File: config.mk
export PLATFORM = sky130hd
export DESIGN_NAME = mux_n_scan
export DESIGN_NICKNAME = d
export VERILOG_FILES = /design/src/rtl/mux_n_scan.sv
export SDC_FILE = /design/constraint.sdc
export NUM_CORES = 1
export LEC_CHECK = 0
export BUFFER_PORTS_ARGS = -buffer_cell sky130_fd_sc_hd__buf_4
export CORE_UTILIZATION = 51
export CTS_CLUSTER_SIZE = 28
export DETAILED_ROUTE_END_ITERATION = 16
export PLACE_DENSITY = 0.89
export SETUP_SLACK_MARGIN = 0.05
export SLEW_MARGIN = 20
export SYNTH_ARGS = -nofsm -noshare
export SYNTH_HDL_FRONTEND = slang
export SYNTH_SLANG_ARGS = --single-unit
File: constraint.sdc
create_clock -name clk -period 3.2 [get_ports clk]
set_input_delay 0.64 -clock clk [delete_from_list [all_inputs] [get_ports clk]]
set_output_delay 0.64 -clock clk [all_outputs]
set_load 0.01 [all_outputs]
File: src/rtl/mux_n_scan.sv
// N-channel, W-bit registered multiplexer.
// Manual mode follows sel; scan mode steps round-robin, dwelling DWELL cycles per channel.
module mux_n_scan #(
    parameter int W     = 4,
    parameter int N     = 4,
    parameter int SEL_W = 2,
    parameter int DWELL = 4
) (
    input  logic             clk,
    input  logic             reset,
    input  logic [N*W-1:0]   d,
    input  logic [SEL_W-1:0] sel,
    input  logic             scan_en,
    input  logic             hold,
    output logic [W-1:0]     q,
    output logic [SEL_W-1:0] ch,
    output logic             step
);

    localparam int CNT_W = (DWELL > 1) ? $clog2(DWELL) : 1;
    localparam logic [SEL_W-1:0] LAST_CH  = SEL_W'(N - 1);
    localparam logic [CNT_W-1:0] LAST_CNT = CNT_W'(DWELL - 1);
    localparam logic [SEL_W:0]   N_EXT    = (SEL_W + 1)'(N);

    typedef enum logic {
        MANUAL,
        SCAN
    } state_t;

    state_t           state;
    logic [CNT_W-1:0] cnt;
    logic [CNT_W-1:0] cnt_nx;
    logic [SEL_W-1:0] ch_nx;
    logic [W-1:0]     q_nx;

    // Dropping scan_en takes priority, so a falling edge at a dwell boundary lands on sel.
    always_comb begin
        ch_nx  = ch;
        cnt_nx = cnt;
        if (!scan_en) begin
            ch_nx  = ({1'b0, sel} < N_EXT) ? sel : '0;
            cnt_nx = '0;
        end else if (state == MANUAL) begin
            cnt_nx = '0;
        end else if (!hold) begin
            if (cnt == LAST_CNT) begin
                ch_nx  = (ch == LAST_CH) ? '0 : ch + 1'b1;
                cnt_nx = '0;
            end else begin
                cnt_nx = cnt + 1'b1;
            end
        end
    end

    always_comb begin
        q_nx = '0;
        for (int i = 0; i < N; i++) begin
            if (ch_nx == SEL_W'(i)) begin
                q_nx = d[i*W +: W];
            end
        end
    end

    always_ff @(posedge clk) begin
        if (reset) begin
            state <= MANUAL;
            cnt   <= '0;
            ch    <= '0;
            q     <= '0;
            step  <= 1'b0;
        end else begin
            state <= scan_en ? SCAN : MANUAL;
            cnt   <= cnt_nx;
            ch    <= ch_nx;
            q     <= q_nx;
            step  <= (ch_nx != ch);
        end
    end

endmodule
==> summary.txt, run 1 <==
Logic synthesis
  • YS warnings: 0
  • Sequential area share after synthesis: a little over a quarter
  • Distinct cells, synth: 32
  • Syn Inst Count: 94
  • Share of the synthesized area in the top cell type: about a quarter
  • Leading area contributor after synthesis: dfxtp_1
  • EDFF count, synth: 0
  • Top cells by area, synth: dfxtp_1 (26%), o221ai_1 (8.0%), nand3b_1 (5.9%)
  • Synth Area per Inst: a little over 8 µm²
  • #FFs+latches synth: 10
  • Top post-synthesis cells by count: dfxtp_1 (10), nand2_1 (10), o221ai_1 (7)
  • Commonest register cell after synthesis: dfxtp_1
  • Net Count, Synth: 118
  • Async SR Flop Fraction: 0%
  • Synthesized area: ~770 µm²

Clock tree
  • Hold_buf cts: 0
  • Clock latency on the worst-skew pair: roughly 0.26 ns
  • CTS tree: built
  • Worst-path clk slew: roughly 0.06 ns
  • CTS-repair resized insts: 0
  • Clk buf depth: 2
  • Clock Sinks: 10
  • Total CTS buffers: 3
  • H-tree Lvls: 1
  • Root Buffer: clkbuf_4
  • Post-CTS Setup Bufs: 0

Place
  • IO buf count: 28
  • Pre-CTS WS: between 1 and 1.5 ns
  • Post-DP HPWL: roughly 1.5 mm
  • Gpl congestion: approximately 0.84

Detailed routing
  • DR WL/cell: 13.9 µm
  • Via count: 841
  • DRC Markers: 0
  • ANT nets after route: 0
  • Detailed Routing Iterations Pass 1: 4
  • Final wirelength: ~1.9 mm
  • Starting DRT DRC Count: 16
  • Via/cell ratio: roughly 6.3

Floorplanning
  • Total core area: roughly 0.0014 mm²
  • Top-Level Pins: 29
  • Die height: slightly above 40 µm
  • Die Wd: just over 40 µm
  • Initial Util: 56.8%
  • # rows: 13
  • Full die area: 0.00166 mm²

Power and ir drop
  • VDD IR max: a little under 0.2 mV
  • Sw Share: 28.5%
  • Switching Power: a little over 0.09 mW
  • Leak Pwr: 0.423 nW
  • Share of power burned in registers: a little over two fifths
  • Pwr dens: ~320 mW/mm²
  • Combinational Power Share: ~31%
  • Internal Power: about 0.23 mW
  • Tot Pwr: 0.322 mW
  • Clock power frac: between 20% and 30%

GRT
  • Vias in the first global route: between 600 and 700
  • First-pass GRT wire length: approximately 2.7 mm
  • Congestion Overflow GR: 0
  • Initial antenna violation count: 0
  • Tot GR Track Use: 24.6%
  • Largest net degree at the start of global routing: 26

Timing
  • Worst clock skew: roughly 0.0035 ns
  • PnR worst setup slack: 1.29 ns
  • Unrepaired setup endpoints after global routing: no
  • Worst-margin pin slew: 0.379 ns
  • Rel. slew slack: 74.5%
  • WHS: roughly 0.51 ns
  • Final setup vio count: 0
  • Max Fclk: 0.524 GHz
  • Post-route minimum period: roughly 1.9 ns
  • Fin. max-slew vios: 0
  • Fin. Hold Viols: 0
  • Final worst-path cycle share: between 50% and 60%
  • Setup TNS: 0 ns

Final layout
  • Share of cells above drive strength 1: about a third
  • Multi-input logic area: between 500 and 600 µm²
  • FF+latch area: roughly 200 µm²
  • Post-layout net count: roughly 150
  • Filler cells: between 100 and 150
  • Area growth from synthesis to layout: 29.7%
  • Ant diodes: 0

Critical path
  • CP Max Fanout: 9
  • Worst path buffer plus inverter count: 0
  • Critical Path Sink Type: flop
  • Crit path DAT: 2.08 ns
  • Worst path top cell family by delay: flip-flops
  • Max incr delay on CP: roughly 0.55 ns
  • WS Path Type: reg2reg
  • Worst path slowest cell: dfxtp_1
  • Startpoint Class: flop
  • Worst Path Required: between 3 and 4 ns
  • Worst path cell trace: ha_1 -> nand4b_1 -> o211ai_1 -> and2_2 -> o221ai_1

Worst hold path
  • Hold WC Path Type: reg2reg

Outcome
  • Status: finished, final reports clean

Run
  • Maxcap violations: 0
[registers in the layout, indices dropped and copies added, names as in the netlist]
name and count:
ch 2, step 1, q 4, cnt 2, state 1
[final cells by class]
type	count	area share, %
flip-flops and latches	10	20.1
multi-input cells	73	52.7
repair buffers	28	21.1
clock buffers	3	2.26
inverters	5	1.89
well taps	15	1.89
[cells by family (layout without fill, tap and decap cells)]
kind of cell,Yosys count,count (layout),share of synthesized area (%)
buffers and inverters,11,36,5.55
adders and majority gates,2,2,3.26
xor gates and xnor gates,3,3,3.43
AOI/OAI and AO/OA,22,22,23.2
and+or+nand+nor,44,44,35.2
DFF,10,10,26.1
muxes,2,2,3.26
[path summary, 6_finish.rpt]
check | slack [ns] | cells after the start | end | startpoint
setup reg to reg | 1.29 | 5 | q[2] | ch[1]
hold / removal | 0.51 | 2 | cnt[0] | state
setup / recovery | 1.29 | 5 | q[2] | ch[1]
hold reg to reg | 0.51 | 2 | cnt[0] | state
[metrics by stage]
| step | instance area [µm²] | cells | util (%) |
|---|---|---|---|
| floorplan | 767 | 94 | - |
| global placement | 972 | 131 | 72.0 |
| detailed placement | 972 | 131 | 72.0 |
| CTS | 995 | 134 | 73.7 |
| global route | 995 | 134 | 73.7 |
| finish | 995 | 134 | 73.7 |
[metal layers]
metal	wire [µm]	global-route usage (%)
met1	776	27.1
met2	952	41.4
met3	115	10.3
met4	19	9.17
met5	0	0
[power groups by stage]
stage,Clock (mW),Combinational [mW],Sequential (mW)
after global routing,0.0913,0.111,0.141
after floorplan,0,0.0534,0.145
after global placement,0,0.0976,0.142
final,0.0813,0.101,0.140
after detailed placement,0,0.101,0.143
after CTS,0.0855,0.101,0.140
[worst min-delay path: stages, from the launching register on]
cell	delay (ns)
dfxtp_1	0.34
nand2_1	0.09
nor2_1	0.05
[placed cells by master (no fill, tap or decap), types with 2 or more instances in the layout]
cell and n:
or2_2 2, a21oi_1 2, buf_4 28, nor2_1 6, ha_1 2, a311oi_1 4
nor3b_1 4, o221ai_1 7, clkbuf_4 3, nand3b_1 6, dfxtp_1 10, nand4_1 4
a211oi_1 4, nand2_1 10, inv_1 5, xnor2_1 3, nand4b_1 5
Note: power is estimated with default switching activity, not from simulation.
==> inputs of run 2 (changes only) <==
--- a/config.mk
+++ b/config.mk
@@ -5,11 +5,12 @@
 export SDC_FILE = /design/constraint.sdc
 export NUM_CORES = 1
 export LEC_CHECK = 0
+export ABC_AREA = 1
 export BUFFER_PORTS_ARGS = -buffer_cell sky130_fd_sc_hd__buf_4
-export CORE_UTILIZATION = 51
+export CORE_UTILIZATION = 39
 export CTS_CLUSTER_SIZE = 28
 export DETAILED_ROUTE_END_ITERATION = 16
-export PLACE_DENSITY = 0.89
+export PLACE_DENSITY = 0.78
 export SETUP_SLACK_MARGIN = 0.05
 export SLEW_MARGIN = 20
 export SYNTH_ARGS = -nofsm -noshare
==> constraint.sdc (replaced) <==
create_clock -name clk -period 1.7 [get_ports clk]
set_input_delay 0.34 -clock clk [delete_from_list [all_inputs] [get_ports clk]]
set_output_delay 0.34 -clock clk [all_outputs]
set_load 0.01 [all_outputs]
==> run 2 against run 1 <==
Effect of this change: wire length is 24% lower; largest cell class unchanged; sequential power is 87% higher; critical path depth is 5 higher; global-route usage is 5.6 points lower; setup slack worse by 1.1 ns; via count is 23% lower; design area is 14% lower; critical path type unchanged; utilization is 10 points lower; sequential share of layout area is 3.3 points higher; synthesized area is 23% lower; clock power grew to 2.6 times the previous value; synthesized cell count is 9.6% lower.
==> summary.txt, run 2 <==
Detailed routing
  • Via count: 647
  • Via/cell ratio: about 4.9
  • DR WL/cell: 10.8 µm
  • Detailed Routing Iterations Pass 1: 4
  • ANT nets after route: 0
  • Starting DRT DRC Count: 16
  • Final wirelength: 1.42 mm
  • DRC Markers: 0

GRT
  • Congestion Overflow GR: 0
  • Largest net degree at the start of global routing: 13
  • Tot GR Track Use: a little under a fifth
  • First-pass GRT wire length: between 2 and 2.5 mm
  • Vias in the first global route: between 400 and 500
  • Initial antenna violation count: 0

Logic synthesis
  • Post-Synth Adder-Cell Area: ~4.2%
  • Commonest register cell after synthesis: dfxtp_1
  • Async SR Flop Fraction: 0%
  • YS warnings: 0
  • Sequential area share after synthesis: 33.8%
  • Syn Inst Count: between 80 and 90
  • #FFs+latches synth: 10
  • Count leader, synth: nand3_1
  • Post-Synth XOR/XNOR Area: under 10%
  • Synth Area per Inst: about 7.0 µm²
  • Share of the synthesized area in the top cell type: about 34%
  • Synth Area in Compound Gates: between 10% and 20%
  • Largest family of logic cells by synthesized area: simple AND/OR/NAND/NOR gates
  • EDFF count, synth: 0
  • Post-Synth Simple-Gate Area: around 36%
  • Synthesized area: 593 µm²
  • Net Count, Synth: roughly 110
  • Post-synthesis mux area share: 0%
  • Top post-synthesis cells by count: nand3_1 (16), nand2_1 (14), inv_1 (13)
  • Leading area contributor after synthesis: dfxtp_1
  • Top cells by area, synth: dfxtp_1 (34%), nand3_1 (14%), nand2_1 (8.9%)
  • Distinct cells, synth: 22

Critical path
  • Worst path buffer plus inverter count: 2
  • Worst path cell trace: ha_2 -> nand3_1 -> nand2_1 -> nand3_2 -> nand2_4 -> inv_1 -> o21ai_1 -> nand3_1 -> nand2_1 -> inv_1
  • Startpoint Class: flop
  • Worst path slowest cell: dfxtp_1
  • WS Path Type: reg2reg
  • Worst Path Required: about 1.9 ns
  • Crit path DAT: between 1.5 and 2 ns
  • Max incr delay on CP: ~0.34 ns
  • Worst path top cell family by delay: simple AND/OR/NAND/NOR gates
  • Critical Path Sink Type: flop
  • CP Max Fanout: 6

Floorplanning
  • Top-Level Pins: 29
  • Full die area: roughly 0.0017 mm²
  • Initial Util: between 40% and 50%
  • Die height: between 40 and 50 µm
  • Die Wd: 41.0 µm
  • # rows: 13
  • Total core area: 0.00135 mm²

Run
  • Maxcap violations: 0

Timing
  • Final setup vio count: 0
  • Worst clock skew: about 0.00071 ns
  • Rel. slew slack: 84.3%
  • Worst-margin pin slew: 0.236 ns
  • Fin. max-slew vios: 0
  • Post-route minimum period: between 1.5 and 2 ns
  • Setup TNS: 0 ns
  • Unrepaired setup endpoints after global routing: no
  • Final worst-path cycle share: about nine tenths
  • Fin. Hold Viols: 0
  • Max Fclk: 0.666 GHz

Power and ir drop
  • Tot Pwr: approximately 0.64 mW
  • VDD IR max: about 0.31 mV
  • Pwr dens: roughly 740 mW/mm²
  • Leak Pwr: between 0.4 and 0.5 nW

Clock tree
  • H-tree Lvls: 1
  • Clock Sinks: 10
  • Clock latency on the worst-skew pair: 0.26 ns
  • Root Buffer: clkbuf_4
  • CTS tree: built
  • Total CTS buffers: 3
  • Worst-path clk slew: approximately 0.070 ns
  • Clk buf depth: 2

Final layout
  • Biggest regs: q: 4 flops, ch: 2 flops, cnt: 2 flops
  • Max reg flops: 4
  • Area growth from synthesis to layout: 44.7%
  • Share of cells above drive strength 1: roughly 38%
  • Largest reg by FF count: q
  • Commonest cells after routing, fill and taps aside: buf_4 (28), nand3_1 (16), nand2_1 (14)
  • Ant diodes: 0
  • Post-layout net count: between 100 and 150
  • Most common cell after layout, fill and taps aside: buf_4
  • Final Instance Count excl. Fillers: ~130

Outcome
  • Status: finished, final reports clean

Place
  • IO buf count: 28
  • Gpl congestion: 0.834
  • Placed Cells: roughly 130
  • Post-DP HPWL: 1.05 mm

Worst hold path
  • Hold WC Path Type: in2reg
run 2: final timing paths:
kind,start,to,slack [ns],cells after the start
max,cnt[1],q[0],0.20,10
max reg2reg,cnt[1],q[0],0.20,10
min,reset,step,0.29,2
min reg2reg,cnt[0],cnt[0],0.45,1
run 2: layout make-up:
type                       count  area [µm²]
fill                         135         492
timing repair buffer          28         210
tap                           15        18.8
multi-input combinational     60         339
sequential                    10         201
clock buffer                   4        36.3
inverter                      14        52.6
run 2: power breakdown:
part           total, mW  internal, mW  switching (mW)
Combinational      0.164        0.0822          0.0813
Clock              0.213         0.130          0.0832
Sequential         0.262         0.251          0.0108
Total              0.639         0.464           0.175
run 2: per-stage QoR:
stage / hold slack [ns] / utilization [%] / cell area [µm²] / setup slack, ns
floorplan: 0.439 / - / 593 / 0.297
global placement: 0.448 / 59.8 / 807 / 0.187
detailed placement: 0.472 / 59.8 / 807 / 0.176
CTS: 0.275 / 62.5 / 843 / 0.168
global route: 0.271 / 63.6 / 858 / 0.0508
finish: 0.288 / 63.6 / 858 / 0.198
run 2: routing by layer:
layer / global-route usage, % / wire, µm
met4: 12.5 / 24
met1: 26.1 / 664
met2: 26.6 / 640
met5: 0 / 0
met3: 3.26 / 88
run 2: timing repair:
item                       4_1_cts  5_1_grt
resized for setup                0        6
hold buffers                     0        0
setup endpoints to repair        0        4
buffers inserted                 0        0
run 2: cells by family after synthesis:
group | Yosys count
AO/OA/AOI/OAI | 11
buffers and inverters | 16
flip-flops | 10
adder cells (fa/ha/maj) | 2
AND/OR/NAND/NOR | 44
XOR/XNOR | 2
